===== src/rtl/welcome_pkg.sv =====
// Shared constants and state encodings for the welcome-detector blocks:
// ASCII characters of "Hello", arbiter states and matcher states.
package welcome_pkg;

    localparam logic [7:0] CH_H = 8'h48;
    localparam logic [7:0] CH_E = 8'h65;
    localparam logic [7:0] CH_L = 8'h6C;
    localparam logic [7:0] CH_O = 8'h6F;

    typedef enum logic [1:0] {
        IDLE = 2'd0,
        GNT0 = 2'd1,
        GNT1 = 2'd2
    } arb_state_e;

    typedef enum logic [2:0] {
        M0 = 3'd0,
        M1 = 3'd1,
        M2 = 3'd2,
        M3 = 3'd3,
        M4 = 3'd4
    } match_state_e;

    // Where the matcher lands after a mismatch: an 'H' may start a new match.
    function automatic match_state_e restart_state(input logic [7:0] b);
        return (b == CH_H) ? M1 : M0;
    endfunction

endpackage


===== src/rtl/hello_matcher.sv =====
// Case-sensitive "Hello" detector over a byte stream; hit is a registered
// one-cycle pulse, hit_next is the same pulse one cycle early.
module hello_matcher
    import welcome_pkg::*;
(
    input  logic       clk,
    input  logic       rst,
    input  logic       clr,
    input  logic       byte_vld,
    input  logic [7:0] byte_data,
    output logic       hit,
    output logic       hit_next
);

    match_state_e state_q, state_d;
    logic         hit_q;

    always_comb begin
        state_d  = state_q;
        hit_next = 1'b0;
        if (clr) begin
            state_d = M0;
        end else if (byte_vld) begin
            unique case (state_q)
                M0:      state_d = restart_state(byte_data);
                M1:      state_d = (byte_data == CH_E) ? M2 : restart_state(byte_data);
                M2:      state_d = (byte_data == CH_L) ? M3 : restart_state(byte_data);
                M3:      state_d = (byte_data == CH_L) ? M4 : restart_state(byte_data);
                M4: begin
                    if (byte_data == CH_O) begin
                        state_d  = M0;
                        hit_next = 1'b1;
                    end else begin
                        state_d = restart_state(byte_data);
                    end
                end
                default: state_d = M0;
            endcase
        end
    end

    always_ff @(posedge clk) begin
        if (rst) begin
            state_q <= M0;
            hit_q   <= 1'b0;
        end else begin
            state_q <= state_d;
            hit_q   <= hit_next;
        end
    end

    assign hit = hit_q;

endmodule


===== src/rtl/hello_match_arb.sv =====
// Round-robin frame arbiter sharing one "Hello" matcher between two requesters.
// Optional idle-grant revocation is enabled by defining ARB_TIMEOUT_EN.
module hello_match_arb
    import welcome_pkg::*;
#(
    parameter int unsigned MATCH_W = 8,
    parameter int unsigned TIMEOUT = 16
) (
    input  logic               clk,
    input  logic               rst,
    input  logic [1:0]         valid,
    input  logic [7:0]         data0,
    input  logic [7:0]         data1,
    input  logic [1:0]         last,
    output logic [1:0]         ready,
    output logic [1:0]         grant,
    output logic [1:0]         match,
    output logic [MATCH_W-1:0] cnt0,
    output logic [MATCH_W-1:0] cnt1,
    output logic               timeout
);

    if (MATCH_W < 1 || TIMEOUT < 1) begin : g_param_check
        $error("hello_match_arb: MATCH_W and TIMEOUT must be at least 1");
    end

    arb_state_e         state_q, state_d;
    logic               rr_q, rr_d;
    logic [1:0]         owner_q, owner_d;
    logic [MATCH_W-1:0] cnt0_q, cnt0_d, cnt1_q, cnt1_d;
    logic [1:0]         gnt_w;
    logic               accept, acc_last, start, revoke;
    logic [7:0]         acc_data;
    logic               hit, hit_next;

    assign gnt_w    = {state_q == GNT1, state_q == GNT0};
    assign ready    = gnt_w;
    assign grant    = gnt_w;
    assign accept   = |(valid & gnt_w);
    assign acc_data = (state_q == GNT1) ? data1 : data0;
    assign acc_last = (state_q == GNT1) ? last[1] : last[0];

    always_comb begin
        state_d = state_q;
        rr_d    = rr_q;
        start   = 1'b0;
        unique case (state_q)
            IDLE: begin
                start = (valid != 2'b00);
                if (valid == 2'b01)      state_d = GNT0;
                else if (valid == 2'b10) state_d = GNT1;
                else if (valid == 2'b11) state_d = rr_q ? GNT1 : GNT0;
            end
            GNT0, GNT1: begin
                if ((accept && acc_last) || revoke) begin
                    state_d = IDLE;
                    rr_d    = (state_q == GNT0);
                end
            end
            default: state_d = IDLE;
        endcase
    end

    // hit_next is only raised for an accepted byte, so gnt_w names its owner.
    always_comb begin
        owner_d = accept ? gnt_w : owner_q;
        cnt0_d  = cnt0_q;
        cnt1_d  = cnt1_q;
        if (hit_next && gnt_w[0] && (cnt0_q != '1)) cnt0_d = cnt0_q + MATCH_W'(1);
        if (hit_next && gnt_w[1] && (cnt1_q != '1)) cnt1_d = cnt1_q + MATCH_W'(1);
    end

    always_ff @(posedge clk) begin
        if (rst) begin
            state_q <= IDLE;
            rr_q    <= 1'b0;
            owner_q <= '0;
            cnt0_q  <= '0;
            cnt1_q  <= '0;
        end else begin
            state_q <= state_d;
            rr_q    <= rr_d;
            owner_q <= owner_d;
            cnt0_q  <= cnt0_d;
            cnt1_q  <= cnt1_d;
        end
    end

`ifdef ARB_TIMEOUT_EN
    localparam int unsigned IDLE_W = $clog2(TIMEOUT + 1);

    logic [IDLE_W-1:0] idle_q, idle_d;
    logic              timeout_q;
    logic              own_valid;

    // Revoke on the cycle that would bring the idle count up to TIMEOUT.
    assign own_valid = |(valid & gnt_w);
    assign revoke    = (state_q != IDLE) && !own_valid && (idle_q == IDLE_W'(TIMEOUT - 1));

    always_comb begin
        idle_d = '0;
        if ((state_q != IDLE) && !own_valid && !revoke) idle_d = idle_q + IDLE_W'(1);
    end

    always_ff @(posedge clk) begin
        if (rst) begin
            idle_q    <= '0;
            timeout_q <= 1'b0;
        end else begin
            idle_q    <= idle_d;
            timeout_q <= revoke;
        end
    end

    assign timeout = timeout_q;
`else
    assign revoke  = 1'b0;
    assign timeout = 1'b0;
`endif

    hello_matcher u_matcher (
        .clk       (clk),
        .rst       (rst),
        .clr       (start | revoke),
        .byte_vld  (accept),
        .byte_data (acc_data),
        .hit       (hit),
        .hit_next  (hit_next)
    );

    assign match = owner_q & {2{hit}};
    assign cnt0  = cnt0_q;
    assign cnt1  = cnt1_q;

endmodule


===== config.mk =====
export PLATFORM = sky130hd
export DESIGN_NAME = hello_match_arb
export DESIGN_NICKNAME = d
export VERILOG_FILES = /design/src/rtl/welcome_pkg.sv /design/src/rtl/hello_matcher.sv /design/src/rtl/hello_match_arb.sv
export SDC_FILE = /design/constraint.sdc
export NUM_CORES = 1
export LEC_CHECK = 0
export ABC_AREA = 1
export CAP_MARGIN = 20
export CORE_UTILIZATION = 65
export DETAILED_ROUTE_END_ITERATION = 10
export DONT_BUFFER_PORTS = 1
export PLACE_DENSITY = 0.88
export SETUP_SLACK_MARGIN = 0.2
export SYNTH_ARGS = -nofsm -noshare
export SYNTH_HDL_FRONTEND = slang
export SYNTH_HIERARCHICAL = 1
export SYNTH_SLANG_ARGS = --single-unit
export TNS_END_PERCENT = 30

===== constraint.sdc =====
create_clock -name clk -period 4.72 [get_ports clk]
set_input_delay 0.236 -clock clk [delete_from_list [all_inputs] [get_ports clk]]
set_output_delay 0.236 -clock clk [all_outputs]
set_load 0.03 [all_outputs]

# Word-level counts from Yosys, hierarchy flattened
# Cells that the tools add are included.
# word_totals
wordCells	60
output_inout_bits	23
reg_bits	25
in_bits	22
# op_classes
n_eq_ne	17
n_addsub	2
n_mux	19
n_reduce_logical	13
n_bitwise	2
# op_table
cell	count
== test 8 x 7 -> 1 bit, second input constant	4
adder 8 x 1 -> 8 bit, second input constant	2
inequality test 8 bit, second input constant	2
one-hot mux 3 bit (5 select lines)	1
two-way mux 2 bit	6
two-way mux 3 bit	3
two-way mux 8 bit	1
two-way mux 1 bit	7
== test 2 bit, second input constant	3
== test 3 x 2 -> 1 bit, second input constant	2
OR reduction 2 bit	3
logical AND 1 bit	5
AND 2 bit	2
== test 2 x 1 -> 1 bit, second input constant	2
inequality test 4 bit, second input constant	1
one-hot mux 2 bit (2 select lines)	1
AND reduction 2 bit	2
== test 3 x 1 -> 1 bit, second input constant	1
== test 3 bit, second input constant	1
zero test 3 bit	1
zero test 2 bit	1
inequality test 2 bit, second input constant	1
nonzero test 2 bit	1

# Longest topological paths before layout
# depth
word_depth	9
mapped_depth	17
depth_no_buf	16

# Modules after synthesis
# Netlist, hierarchy kept.
# by_module_without_submodules
module	area_each_um2	seq_area_each_um2	cells_each	n_inst
hello_match_arb	1390.1	420.4	215	1
hello_matcher	297.8	80.1	54	1

# Least setup slack after synthesis
# OpenSTA, ideal clock, no wires.
# synth_timing
kind	register -> register
start	register, netlist name state_q[0]
end	register cnt0_q[6], in the netlist cnt0[6]
path_stages_with_launch	17
setup_time_ns	0.059
slack_ns	2.440
period_less_slack_ns	2.280
arrival_ns	2.221
required_ns	4.661
path_buffers	1
path_cell_list	dfxtp_1 > inv_1 > ha_1 > buf_4 > inv_4 > nand2_1 > nand2_1 > inv_1 > nand2_1 > nor2_1 > nand2_1 > nor2_1 > nand2_1 > nor2_2 > nand3_1 > a21oi_1 > and2_1
# synth_rtl
element	line_no	text
to (signal assigned)	hello_match_arb.sv:84	cnt0_q <= cnt0_d;
to (decl)	hello_match_arb.sv:30	logic [MATCH_W-1:0] cnt0_q, cnt0_d, cnt1_q, cnt1_d;

==> metrics.md <==
| Metric | Value |
|---|---|
| Status | finished clean |
| Clock latency on the worst-skew pair | 0.32 ns |
| Vias in the first global route | about 1200 |
| DRC | 0 |
| LEAKAGE | a little under 0.8 nW |
| TritonRoute pass-1 iters | 4 |
| Die height | ~53 µm |
| Setup ws final | between 1.5 and 2 ns |
| Antenna violations before repair | 0 |
| Row cnt | 18 |
| Worst hold path startpoint | rst |
| Fin crit period | a little under 3 ns |
| Pwr/cell area | between 300 and 400 nW/µm² |
| Unrepaired setup endpoints after global routing | no |
| Crit path required time | roughly 5.0 ns |
| Final WL | a little over 3000 µm |
| Worst Path Max Fanout | 12 |
| Root Buffer | clkbuf_4 |
| Sequential share of the synthesized area | around 30% |
| Fill count | 225 |
| Post-Syn Area per Cell | around 6.3 µm² |
| Ys Warns | 6 |
| RR Startpoint | state_q[0] |
| Fin area | between 1500 and 2000 µm² |
| Setup TNS Final | 0 ns |
| Pre-CTS setup slack | roughly 1.9 ns |
| Routability cong. | 0.848 |
| Cell Area, Synth | between 1500 and 2000 µm² |
| WHS | approximately 0.077 ns |
| Worst Hold End | u_matcher/state_q[1] |
| Critical path endpoint category | register |
| Commonest non-fill, non-tap cell in the layout | nand2_1 |
| # port buffers | 0 |
| Initial Utilization | between 60% and 70% |
| Starting DRT DRC Count | 27 |
| Library cells used by synthesis | 27 |
| Via Count | between 1500 and 2000 |
| CTS sink count | 25 |
| Antenna Nets Post-Route | 0 |
| Final Hold Viols | 0 |
| Die ar. | between 2000 and 3000 µm² |
| CP startpoint kind | register |
| Worst r2r path cells | 15 |
| Postcts setup bufs | 0 |
| Worst-path clk slew | 0.14 ns |
| Mapped Nets | 301 |
| Final period util | 61.3% |
| R2R setup slack | 1.82 ns |
| Reg2Reg Capture Point | cnt0[6] |
| Total grt overflow | 0 |
| Chip width | about 53 µm |
| Global-route wire length before repair | approximately 4800 µm |
| Max Slew Vio Count | 0 |
| Number of setup violations in the final report | 0 |
| Rel. slew slack | 36.7% |
| Commonest non-fill, non-tap cells in the layout | nand2_1, nor2_1, inv_1 |
| Max Fclk | 345 MHz |
| Area delta synth->final | 1.85% |
| Worst Max-Slew Pin Slew | ~0.95 ns |
| VDD IR max | roughly 0.33 mV |
| Setup CP Type | register to register |
| Largest net degree at the start of global routing | 20 |
| Vias per cell | 5.27 |
| Number of synthesized register bits | 25 |
| Layout cells sized above 1 | under 10% |
| Worst Setup SP | state_q[0] |
| Worst Hold Depth | 3 |
| EDFF count, synth | 0 |
| GRT Overall Usage | 23.3% |
| Max-cap violations | 0 |
| Deepest clock path buffer count | 2 |
| Fraction of synthesis flops using an asynchronous set or reset pin | 0% |
| Ant. Diodes | 0 |
| Syn Inst Count | 269 |
| Clk_skew | 0.00464 ns |
| Worst EP arrival | roughly 3.2 ns |
| CTS tree | yes |
| CTS buffer count | 3 |
| H-tree depth | 1 |
| Number of top-level pins | 45 |
| Fin nets | approximately 300 |
| Worst hold path type | primary input to register |
| Main synth FF type | dfxtp_1 |
| DR WL/cell | about 10 µm |
| Placeable Area | 2450 µm² |
| Dpl hpwl | 2390 µm |
| Cell Area, Placed | approximately 1700 µm² |
[synthesized netlist by cell type (3+ instances only)]
library cell	instances	share of area [%]
a21oi_1	18	5.3
buf_4	4	1.8
dfxtp_1	25	30
ha_1	10	7.4
inv_1	31	6.9
nand2_1	86	19
nand2_2	3	1.1
nand3_1	17	5.0
nor2_1	42	9.3
nor2_4	3	2.0
nor3_1	5	1.5
o21ai_0	5	1.5
[per-layer routing]
| metal | wire, µm | global-route usage (%) | up-vias |
|---|---|---|---|
| met4 | 39 | 9.21 | 0 |
| met3 | 178 | 4.02 | 4 |
| met2 | 1340 | 35.7 | 40 |
| li1 | - | - | 834 |
| met5 | 0 | 0 | - |
| met1 | 1510 | 32.1 | 691 |
[how the worst max path moves through the flow]
stage                         end  slack [ns]  depth (start not counted)
final                     cnt0[6]        1.82                         15
after global routing      cnt0[6]        1.55                         15
after detailed placement  cnt0[6]        1.87                         15
after CTS                 cnt0[6]        1.83                         15
after global placement    cnt0[6]        1.96                         15
after floorplan           cnt0[6]        2.44                         16
[state kept, by name, indices dropped and copies added (netlist names)]
signal,cells
state_q,2
u_matcher/state_q,3
rr_q,1
u_matcher/hit,1
cnt0,8
owner_q,2
cnt1,8
[critical path, cell delays in order, from the launching register on]
cell     delay (ns)
dfxtp_1        0.35
inv_1          0.10
ha_1           0.80
inv_4          0.12
nand2_1        0.10
nand2_1        0.05
inv_1          0.04
nand2_1        0.09
nor2_1         0.16
nand2_1        0.08
nor2_1         0.15
nand2_1        0.18
nor2_2         0.28
nand3_1        0.10
a21oi_1        0.13
and2_1         0.12
[final cells by class]
class	count	area, µm²	area share, %
clock buffers	3	22.5	1.31
clock inverters	1	7.51	0.437
inverters	34	130	7.57
multi-input cells	204	1010	58.8
flip-flops and latches	25	500	29.1
well taps	30	37.5	2.18
repair buffers	1	10.0	0.582
[timing repair]
action,in CTS,in global routing
hold buffers,1,0
resized for setup,0,0
endpoints found under the hold margin,2,0
[metrics by stage]
step	std cells	total power [mW]	utilization, %
finish	298	0.526	70.0
CTS	298	0.530	70.0
floorplan	269	0.410	-
detailed placement	293	0.429	68.4
global placement	293	0.428	68.4
global route	298	0.570	70.0
[kinds of logic after synthesis]
family                   after synthesis  share of synthesized area (%)
flip-flops                            25                           29.7
AND/OR/NAND/NOR                      168                           44.6
buffers and inverters                 40                           10.5
other                                  1                          0.222
adder cells (fa/ha/maj)               10                           7.41
AO/OA/AOI/OAI                         25                           7.71
[report_power, final]
| part | switching (mW) | leakage [nW] | internal, mW |
|---|---|---|---|
| Combinational | 0.136 | 0.577 | 0.0548 |
| Sequential | 0.00995 | 0.202 | 0.225 |
| Clock | 0.0671 | 0.0139 | 0.0324 |
(Power assumes the default switching activity.)
